==> config.mk <==
export PLATFORM = sky130hd
export DESIGN_NAME = uart_rx_fifo
export DESIGN_NICKNAME = d
export VERILOG_FILES = /design/src/rtl/uart_pkg.sv /design/src/rtl/uart_sync_fifo.sv /design/src/rtl/uart_rx_fifo.sv
export SDC_FILE = /design/constraint.sdc
export NUM_CORES = 1
export LEC_CHECK = 0
export CORE_ASPECT_RATIO = 2
export CORE_UTILIZATION = 60
export DETAILED_ROUTE_END_ITERATION = 10
export PLACE_DENSITY = 0.81
export SYNTH_ARGS = -nofsm -noshare
export SYNTH_HDL_FRONTEND = slang
export SYNTH_SLANG_ARGS = --single-unit
==> constraint.sdc <==
create_clock -name clk -period 8.6 [get_ports clk]
set_input_delay 0.86 -clock clk [delete_from_list [all_inputs] [get_ports clk]]
set_output_delay 0.86 -clock clk [all_outputs]
set_load 0.05 [all_outputs]
==> src/rtl/uart_pkg.sv <==
// Shared UART definitions for the receive and transmit paths.
//   parity_t   : parity mode selected at elaboration time
//   state_t    : bit-level receiver FSM states
//   frame_bits : total line bits per frame (start + data + parity + stop)
package uart_pkg;

  typedef enum logic [1:0] {
    PARITY_NONE,
    PARITY_EVEN,
    PARITY_ODD
  } parity_t;

  typedef enum logic [2:0] {
    IDLE,
    START,
    DATA,
    PAR,
    STOP
  } state_t;

  function automatic int frame_bits(input int data_bits, input parity_t parity,
                                    input int stop_bits);
    return 1 + data_bits + ((parity != PARITY_NONE) ? 1 : 0) + stop_bits;
  endfunction

endpackage

==> src/rtl/uart_sync_fifo.sv <==
// Single-clock first-word-fall-through FIFO.
//   push/wdata : write request; accepted when not full, or when full with a
//                same-cycle pop
//   pop        : read request; ignored when empty
//   rdata      : head entry, valid whenever empty = 0
//   full/empty : occupancy flags; count : entries held (0..DEPTH)
module uart_sync_fifo #(
  parameter int WIDTH = 8,
  parameter int DEPTH = 8
) (
  input  logic                     clk,
  input  logic                     rst,
  input  logic                     push,
  input  logic [WIDTH-1:0]         wdata,
  input  logic                     pop,
  output logic [WIDTH-1:0]         rdata,
  output logic                     full,
  output logic                     empty,
  output logic [$clog2(DEPTH):0]   count
);

  localparam int AW = $clog2(DEPTH);
  localparam logic [AW:0] FULL_CNT = DEPTH[AW:0];

  logic [WIDTH-1:0] mem [DEPTH];
  logic [AW-1:0]    wr_ptr, rd_ptr;
  logic             do_push, do_pop;

  assign empty   = (count == '0);
  assign full    = (count == FULL_CNT);
  assign do_pop  = pop && !empty;
  // A full FIFO still accepts a write when the head leaves in the same cycle.
  assign do_push = push && (!full || do_pop);
  assign rdata   = mem[rd_ptr];

  // Storage is cleared on reset so the head outputs read zero out of reset.
  always_ff @(posedge clk or posedge rst) begin
    if (rst) begin
      wr_ptr <= '0;
      rd_ptr <= '0;
      count  <= '0;
      for (int i = 0; i < DEPTH; i++) mem[i] <= '0;
    end else begin
      if (do_push) begin
        mem[wr_ptr] <= wdata;
        wr_ptr      <= wr_ptr + 1'b1;
      end
      if (do_pop) rd_ptr <= rd_ptr + 1'b1;
      if (do_push != do_pop) count <= do_push ? count + 1'b1 : count - 1'b1;
    end
  end

endmodule

==> src/rtl/uart_rx_fifo.sv <==
// UART receiver with a buffered valid/ready output.
//   rx                      : async serial input, idles high
//   data_received/parity_err/frame_err : head entry of the frame FIFO
//   valid/ready             : FIFO not empty / consumer accepts head entry
//   overrun                 : 1-cycle pulse when a finished frame is dropped
// Frames are sampled mid-bit off a 2-flop synchronised copy of rx; every
// completed frame, errored or not, is pushed at the last stop-bit sample.
module uart_rx_fifo
  import uart_pkg::*;
#(
  parameter int      CLKS_PER_BIT = 5208,
  parameter int      DATA_BITS    = 8,
  parameter parity_t PARITY       = PARITY_NONE,
  parameter int      STOP_BITS    = 1,
  parameter int      FIFO_DEPTH   = 8
) (
  input  logic                 clk,
  input  logic                 rst,
  input  logic                 rx,
  output logic [DATA_BITS-1:0] data_received,
  output logic                 parity_err,
  output logic                 frame_err,
  output logic                 valid,
  input  logic                 ready,
  output logic                 overrun
);

  localparam int CW = $clog2(CLKS_PER_BIT);
  localparam int BW = $clog2(DATA_BITS + 1);
  localparam int EW = DATA_BITS + 2;
  localparam int AW = $clog2(FIFO_DEPTH);
  localparam logic [CW-1:0] HALF_M1 = CW'(CLKS_PER_BIT / 2 - 1);
  localparam logic [CW-1:0] BIT_M1  = CW'(CLKS_PER_BIT - 1);
  localparam logic [BW-1:0] DATA_M1 = BW'(DATA_BITS - 1);
  localparam logic [BW-1:0] STOP_M1 = BW'(STOP_BITS - 1);

  logic                 rx_meta, rx_s, rx_prev;
  logic [2:0]           sync_vld;
  state_t               state, state_n;
  logic [CW-1:0]        cnt, cnt_n;
  logic [BW-1:0]        bit_cnt, bit_n;
  logic [DATA_BITS-1:0] sr, sr_n;
  logic                 perr, perr_n, ferr, ferr_n;
  logic                 push, pop, full, empty;
  logic [EW-1:0]        head;
  logic [AW:0]          count;

  // sync_vld marks how many stages of the rx pipe hold real line samples
  // since reset. Edge detection waits for rx_prev to be real, so a line that
  // was already low across reset release never looks like a fresh start.
  always_ff @(posedge clk or posedge rst) begin
    if (rst) begin
      rx_meta  <= 1'b1;
      rx_s     <= 1'b1;
      rx_prev  <= 1'b1;
      sync_vld <= '0;
    end else begin
      rx_meta  <= rx;
      rx_s     <= rx_meta;
      rx_prev  <= rx_s;
      sync_vld <= {sync_vld[1:0], 1'b1};
    end
  end

  always_ff @(posedge clk or posedge rst) begin
    if (rst) begin
      state   <= IDLE;
      cnt     <= '0;
      bit_cnt <= '0;
      sr      <= '0;
      perr    <= 1'b0;
      ferr    <= 1'b0;
    end else begin
      state   <= state_n;
      cnt     <= cnt_n;
      bit_cnt <= bit_n;
      sr      <= sr_n;
      perr    <= perr_n;
      ferr    <= ferr_n;
    end
  end

  always_comb begin
    state_n = state;
    cnt_n   = cnt;
    bit_n   = bit_cnt;
    sr_n    = sr;
    perr_n  = perr;
    ferr_n  = ferr;
    push    = 1'b0;
    case (state)
      IDLE: if (sync_vld[2] && rx_prev && !rx_s) begin
        state_n = START;
        cnt_n   = '0;
      end
      START: if (cnt == HALF_M1) begin
        cnt_n   = '0;
        bit_n   = '0;
        perr_n  = 1'b0;
        ferr_n  = 1'b0;
        state_n = rx_s ? IDLE : DATA;  // high at mid start bit: glitch
      end else cnt_n = cnt + 1'b1;
      DATA: if (cnt == BIT_M1) begin
        cnt_n = '0;
        sr_n  = {rx_s, sr[DATA_BITS-1:1]};
        if (bit_cnt == DATA_M1) begin
          bit_n   = '0;
          state_n = (PARITY == PARITY_NONE) ? STOP : PAR;
        end else bit_n = bit_cnt + 1'b1;
      end else cnt_n = cnt + 1'b1;
      PAR: if (cnt == BIT_M1) begin
        cnt_n   = '0;
        perr_n  = ((^sr) ^ rx_s) != (PARITY == PARITY_ODD);
        state_n = STOP;
      end else cnt_n = cnt + 1'b1;
      STOP: if (cnt == BIT_M1) begin
        cnt_n  = '0;
        ferr_n = ferr | !rx_s;
        if (bit_cnt == STOP_M1) begin
          // Leave at mid stop bit so the next start edge is not missed.
          push    = 1'b1;
          bit_n   = '0;
          state_n = IDLE;
        end else bit_n = bit_cnt + 1'b1;
      end else cnt_n = cnt + 1'b1;
      default: state_n = IDLE;
    endcase
  end

  assign pop = ready && !empty;

  uart_sync_fifo #(.WIDTH(EW), .DEPTH(FIFO_DEPTH)) u_fifo (
    .clk   (clk),
    .rst   (rst),
    .push  (push),
    .wdata ({sr_n, perr_n, ferr_n}),
    .pop   (pop),
    .rdata (head),
    .full  (full),
    .empty (empty),
    .count (count)
  );

  assign {data_received, parity_err, frame_err} = head;
  assign valid = |count;

  // Dropped only when the head does not leave in the same cycle.
  always_ff @(posedge clk or posedge rst) begin
    if (rst) overrun <= 1'b0;
    else     overrun <= push && full && !pop;
  end

endmodule
Yosys cells after proc, flatten, opt, wreduce, memory -nomap -nowiden --
Cells that the tools add are included.
Operators by class: bitwise gates (word level) 4, order comparisons 3, add/sub/neg operators 6, reduce and logical (&&, ||, !) cells 24, mux-type cells 37, eq/ne operators 16
Operators with widths (number):
- 80-bit bitwise mux | 1
- 13-bit 2-to-1 mux | 3
- 13-bit one-hot mux with 3 select lines | 1
- 10-bit binary-select mux with 3-bit select | 1
- 10-bit demux with 3-bit select | 1
- 10-bit 2-to-1 mux | 3
- 4-bit 2-to-1 mux | 6
- 3-bit 2-to-1 mux | 7
- 8-bit 2-to-1 mux | 2
- 3-bit one-hot mux with 5 select lines | 1
- 2-bit inequality test, second input constant | 7
- 13-bit by 1-bit adder with 13-bit output, second input constant | 1
- 13-bit by 12-bit equality test with 1-bit output, second input constant | 1
- 13-bit equality test, second input constant | 1
- 4-bit one-hot mux with 3 select lines | 1
- 4-bit by 1-bit adder with 4-bit output, second input constant | 2
- 4-bit >= comparator, second input constant | 2
- 1-bit logical AND | 8
- 4-bit logical NOT | 2
- 3-bit NOT with 4-bit output | 2
- 8-bit parity | 1
- 1-bit 2-to-1 mux | 7
- 7-bit AND reduction | 1
- 3-bit by 1-bit adder with 3-bit output, second input constant | 2
- 20 further kinds | 26
Word-level totals: logic and storage cells 112, output and inout port bits 12, flip-flop bits (word level) 127

Longest topological paths before layout --
Gate-level depths: netlist (run 1).
depth in word-level cells 7, gate-level depth with buffers 11, depth with buffers taken out 11

Modules after synthesis --
Synthesis (run 1) repeated with hierarchy kept, for this count alone.
Second synthesis, totals: cells, all modules 458, area, all modules 6185.9 sq um
By module, submodules not included:
- uart_sync_fifo | times used 1, cells each 262, area an instance 4192.8 sq um
- uart_rx_fifo | times used 1, cells each 196, area an instance 1993.2 sq um

Least setup slack after synthesis (run 1) --
Ideal clock, no wire load.
path kind reg2out, from register u_fifo.rd_ptr[0], to output port data_received[7], arrival time 1.592 ns, required time 7.740 ns, cell stages (with the launch flop) 4, path slack 6.148 ns, path buffers 1, path through dfrtp_1 -> buf_2 -> mux4_2 -> mux2_2
Between the ends: cells in the longest elaborated chain, start to end 4
Ends and longest elaborated chain:
- start: declaration | line uart_sync_fifo.sv:26 | logic [AW-1:0] wr_ptr, rd_ptr;
- start signal: assignment | line uart_sync_fifo.sv:48 | if (do_pop) rd_ptr <= rd_ptr + 1'b1;
- 3-bit NOT with 4-bit output (implied by the code) | line uart_sync_fifo.sv:34 | assign rdata = mem[rd_ptr];
- 10-bit binary-select mux with 3-bit select | line uart_sync_fifo.sv:34
- 10-bit 2-to-1 mux (implied by the code) (2 in a row) | line uart_sync_fifo.sv:34
- end: declaration | line uart_rx_fifo.sv:20 | output logic [DATA_BITS-1:0] data_received,
No other way between the ends. The select of a mux whose other input is x is not followed.

Final worst setup path (run 1) --
from register u_fifo.rd_ptr[1], to output port data_received[5]
Same word-level chain as after synthesis.

==> flow_summary.json, run 1 <==
{
  "status": "completed",
  "layout_common_cells": "dfrtp_1, mux2_2, nor2_1, mux4_2, nand2_1",
  "drc": 0,
  "die_area_mm2": 0.0108,
  "synth_area_mm2": 0.00621,
  "ctsHoldBuffers": 0,
  "finalSetupViolations": 0,
  "cts_tree": "done",
  "synthCells": 443,
  "fin_crit_ns": 3.77,
  "maxCapViolations": 0,
  "drtIter0Drc": 174,
  "critical_path_arrival_ns": 2.91,
  "antenna_found_initial": 0,
  "grt_pass1_vias": 4098,
  "area_growth_pct": 13.1,
  "dp.final_hpwl_um": 8130,
  "synth_seq_area_share": 0.512,
  "powerDensity_mw_per_mm2": 209,
  "cts.sinks": 127,
  "synth_edf_count": 0,
  "worst_slack_ns": 4.83,
  "worstSetupPathType": "reg2out",
  "crit_required_ns": 7.74,
  "rows": 52,
  "drtPass1Iterations": 4,
  "cts-resized-gates": 0,
  "cts_buffers": 17,
  "cts_max_level": 4,
  "final_core_util": 0.697,
  "routabilityCongestion": 0.778,
  "grt_start_max_net_pins": 66,
  "yosysWarnings": 0,
  "p_total_w": 0.00147,
  "drv_slew": 0,
  "yosys_register_bits": 127,
  "drive_gt1_frac": 0.375,
  "grt_setup_unrepaired": "no",
  "grt_pass1_wl_um": 20700,
  "clk_path_buf_depth": 2,
  "clkTransAtPathRegs_ns": 0.06,
  "io_pins": 16,
  "place_ws_ns": 5.25,
  "irDropWorstVdd_mv": 0.207,
  "slew_headroom": 0.282,
  "grt_usage": 0.263,
  "antenna_cells": 0,
  "via_count": 3744,
  "finalSetupTns_ns": 0,
  "final_nets": 476,
  "overflow": 0,
  "routed_wl_um": 12500,
  "die_x_um": 73.9,
  "portBuffers": 15,
  "postSynthAreaPerCell_um2": 14.0,
  "async_reset_ff_frac": 1.00,
  "final_common_cell": "dfrtp_1",
  "cp-end-kind": "primary output",
  "hold_viol": 0,
  "cts_root_buffer": "clkbuf_16",
  "finClkSkew_ns": 0.00600,
  "tightest_slew_ns": 1.08,
  "fmaxAchievable_ghz": 0.265,
  "synthesis.nets": 455,
  "fp.coreArea_mm2": 0.0101,
  "detail_route.vias_per_cell": 6.12,
  "fin_crit_sh": 0.438,
  "die_h_um": 146,
  "synth_ff_type": "dfrtp_1",
  "critPathMaxFanout": 22,
  "drtAntennaViolNets": 0,
  "critPathLaunchType": "flop",
  "yosysUniqueCellTypes": 59,
  "holdCritPathClass": "reg2reg",
  "insertion_delay_ns": 0.41,
  "wl_per_cell_um": 20.4,
  "start_util": 0.616,
  "fillCellCount": 670,
  "cts_setup_buffers": 0,
  "leakage_nw": 3.26
}
[cells by family after synthesis]
| logic type | Yosys count | synth area share |
|---|---|---|
| DFF | 127 | 0.512 |
| muxes | 124 | 0.267 |
| and+or+nand+nor | 106 | 0.112 |
| AOI/OAI and AO/OA | 31 | 0.0337 |
| xor gates and xnor gates | 23 | 0.0324 |
| buffers and inverters | 23 | 0.0242 |
| adders and majority gates | 8 | 0.0173 |
| other | 1 | 0.000604 |
[state kept, by name (all words and copies together), names as in the netlist, 4 cells and up]
| register | count |
|---|---|
| bit_cnt | 4 |
| cnt | 13 |
| sr | 8 |
| u_fifo.count | 4 |
| u_fifo.mem | 80 |
[cells in the mapped netlist (all sizes together), types with 8 or more instances]
cell,number,area [µm²]
dfrtp,124,3100
mux2,103,1200
nand2,21,88.8
nor2,21,86.3
mux4,20,450
xnor2,18,158
nand3,10,55.1
o21ai,10,50.0
clkbuf,9,63.8
nand3b,9,67.6
buf,8,63.8
nor3,8,51.3
[per-layer routing]
metal  track usage  routed length, µm  vias up
li1              -                  -     1671
met1         0.294               4640     1955
met2         0.450               7040       85
met3        0.0616                353       33
met4         0.137                471        0
met5             0                  0        -
[report_power, final]
part | switching [W] | internal [W]
clock | 0.000263 | 0.000441
combinational | 0.0000776 | 0.0000454
sequential | 0.0000301 | 0.000613
[worst max-delay path: stages (launching register included)]
cell	delay, ns
dfrtp_1	1.05
mux4_2	0.43
mux2_2	0.29
clkdlybuf4s50_1	0.72
[final timing paths]
kind / depth (start not counted) / from / slack [ns] / to
max reg2reg: 7 / bit_cnt[0]$_DFFE_PP0P_ / 5.74 / u_fifo.mem[60]$_DFFE_PP0P_
min in group asynchronous: 2 / rst / 0.94 / cnt[2]$_DFFE_PP0P_
max in group asynchronous: 3 / rst / 6.35 / u_fifo.mem[46]$_DFFE_PP0P_
min: 0 / sync_vld[0]$_DFF_PP0_ / 0.35 / sync_vld[1]$_DFF_PP0_
max: 3 / u_fifo.rd_ptr[1]$_DFFE_PP0P_ / 4.83 / data_received[5]
min reg2reg: 0 / sync_vld[0]$_DFF_PP0_ / 0.35 / sync_vld[1]$_DFF_PP0_
[per-stage QoR]
step                hold slack (ns)  cell area, µm²  cells
global placement              0.333            6430    580
global route                  0.359            7020    612
CTS                           0.358            7020    612
detailed placement            0.339            6430    580
floorplan                     0.331            6210    443
finish                        0.351            7020    612
[final cells by class]
class / instances / area (µm²) / area share
clock inverter: 13 / 139 / 0.0198
clock buffer: 19 / 453 / 0.0645
inverter: 6 / 25.0 / 0.00356
timing repair buffer: 19 / 180 / 0.0257
tap: 135 / 169 / 0.0240
multi-input combinational: 293 / 2880 / 0.410
sequential: 127 / 3180 / 0.453
Power figures use the tool's default switching activity.
==> run 2: changes to the inputs <==
Settings changed: CORE_UTILIZATION 60 to 56, PLACE_DENSITY 0.81 to 0.79.
Clock period 8.6 ns to 3.25 ns, I/O delays scaled along.
==> flow_summary.json, run 2 (synthesis results as in run 1) <==
{
  "die_h_um": 151,
  "grt_pass1_vias": 4022,
  "area_growth_pct": 14.2,
  "crit_slowest_cell": "dfrtp_1",
  "grt_start_max_net_pins": 72,
  "irDropWorstVdd_mv": 0.479,
  "cts.sinks": 127,
  "largestRegisters": "u_fifo.mem: 80 flops, cnt: 13 flops, sr: 8 flops",
  "die_area_mm2": 0.0115,
  "dp.final_hpwl_um": 8370,
  "drc": 0,
  "cts_tree": "done",
  "maxCapViolations": 0,
  "insertion_delay_ns": 0.41,
  "routed_wl_um": 12800,
  "holdCritPathClass": "in2reg",
  "hold_depth": 1,
  "finClkSkew_ns": 0.00836,
  "grt_setup_unrepaired": "no",
  "layout_common_cells": "dfrtp_1, mux2_2, nor2_1, mux4_2, buf_4",
  "clkTransAtPathRegs_ns": 0.06,
  "min_to": "rx_meta$_DFF_PP1_",
  "critical_path_arrival_ns": 3.07,
  "worst_path_most_repeated_cell": "ha_1",
  "powerDensity_mw_per_mm2": 562,
  "clk_path_buf_depth": 2,
  "cts_root_buffer": "clkbuf_16",
  "pwr-share-clk": 0.487,
  "critPathLaunchType": "flop",
  "via_count": 3729,
  "final_common_cell": "dfrtp_1",
  "drtIter0Drc": 243,
  "antenna_found_initial": 0,
  "finalSetupViolations": 0,
  "fp.coreArea_mm2": 0.0109,
  "drive_gt1_frac": 0.401,
  "largest_reg_flops": 80,
  "reg2reg_to": "u_fifo.count[3]$_DFFE_PP0P_",
  "finalSetupTns_ns": 0,
  "worstSetupPathType": "reg2reg",
  "postLayoutCellArea_mm2": 0.00709,
  "switching_power_w": 0.000966,
  "critical_path.top_delay_family": "simple AND/OR/NAND/NOR gates",
  "worstHoldStart": "rx",
  "fin_crit_ns": 2.73,
  "path_cells": "inv_1 > ha_1 > nor3b_1 > nand3_1 > nor3_1 > nand2_1 > ha_1 > a21o_1 > a21oi_1 > mux2i_1 > xor2_1",
  "max_stage_delay_ns": 0.42,
  "crit_required_ns": 3.59,
  "start_util": 0.571,
  "grt_pass1_wl_um": 20800,
  "antenna_cells": 0,
  "timing.critical_path.buf_inv": 1,
  "cts-resized-gates": 0,
  "worstRegToRegCells": 11,
  "hold_viol": 0,
  "cts_setup_buffers": 0,
  "ctsHoldBuffers": 0,
  "r2r_setup_slack_ns": 0.52,
  "final_nets": 483,
  "drv_slew": 0,
  "wl_per_cell_um": 20.5,
  "drtPass1Iterations": 4,
  "critPathMaxFanout": 5,
  "pwr-share-comb": 0.090,
  "fin_crit_sh": 0.840,
  "cts_buffers": 17,
  "seqPwrFrac": 0.423,
  "cp-end-kind": "flop",
  "intPower_w": 0.00302,
  "io_pins": 16,
  "overflow": 0,
  "status": "completed",
  "swShare": 0.242,
  "leakage_nw": 3.33,
  "detail_route.vias_per_cell": 5.98,
  "fmaxAchievable_ghz": 0.366,
  "tightest_slew_ns": 0.819,
  "grt_usage": 0.243,
  "routabilityCongestion": 0.816,
  "cts_max_level": 4,
  "r2r_start": "bit_cnt[0]$_DFFE_PP0P_",
  "dpl_cell_area_mm2": 0.00648,
  "die_x_um": 76.5,
  "top_register": "u_fifo.mem",
  "slew_headroom": 0.453,
  "rows": 54,
  "drtAntennaViolNets": 0,
  "portBuffers": 15
}
run 2: worst max-delay path by stage:
stage / startpoint / end / slack [ns] / cells after the start
floorplan: bit_cnt[0]$_DFFE_PP0P_ / u_fifo.count[3]$_DFFE_PP0P_ / 0.89 / 11
global placement: bit_cnt[0]$_DFFE_PP0P_ / u_fifo.mem[26]$_DFFE_PP0P_ / 0.71 / 8
detailed placement: bit_cnt[0]$_DFFE_PP0P_ / u_fifo.mem[65]$_DFFE_PP0P_ / 0.62 / 7
CTS: bit_cnt[0]$_DFFE_PP0P_ / u_fifo.mem[62]$_DFFE_PP0P_ / 0.49 / 7
global route: bit_cnt[0]$_DFFE_PP0P_ / u_fifo.count[3]$_DFFE_PP0P_ / 0.23 / 11
finish: bit_cnt[0]$_DFFE_PP0P_ / u_fifo.count[3]$_DFFE_PP0P_ / 0.52 / 11
run 2: cell type report:
class	count	area, µm²
Fill cell	769	3790
Sequential cell	127	3180
Multi-Input combinational cell	293	2880
Clock buffer	22	474
Timing Repair Buffer	26	220
Tap cell	140	175
Clock inverter	10	136
Inverter	6	26.3
run 2: power groups by stage:
stage          sequential (W)  combinational, W  clock (W)
3_3_place_gp          0.00171          0.000336          0
3_5_place_dp          0.00171          0.000350          0
4_1_cts               0.00168          0.000361    0.00197
5_1_grt               0.00169          0.000398    0.00205
6_report              0.00169          0.000358    0.00194
2_1_floorplan         0.00168          0.000293          0
run 2: through the flow:
| step | power, W | std cells | hold WS, ns | utilization | setup WS, ns |
|---|---|---|---|---|---|
| final | 0.00399 | 624 | 0.318 | 0.652 | 0.519 |
| after global routing | 0.00414 | 624 | 0.314 | 0.652 | 0.231 |
| after CTS | 0.00401 | 624 | 0.313 | 0.652 | 0.490 |
| after detailed placement | 0.00206 | 592 | 0.338 | 0.596 | 0.624 |
| after global placement | 0.00204 | 592 | 0.336 | 0.596 | 0.715 |
| after floorplan | 0.00197 | 443 | 0.329 | - | 0.889 |
run 2: routing by layer:
layer  routed length [µm]  track usage  vias to the layer above
met5                    0            0                        -
met4                  326        0.111                        0
met3                  308       0.0488                       25
met2                 7220        0.442                       60
met1                 4920        0.272                     1971
li1                     -            -                     1673
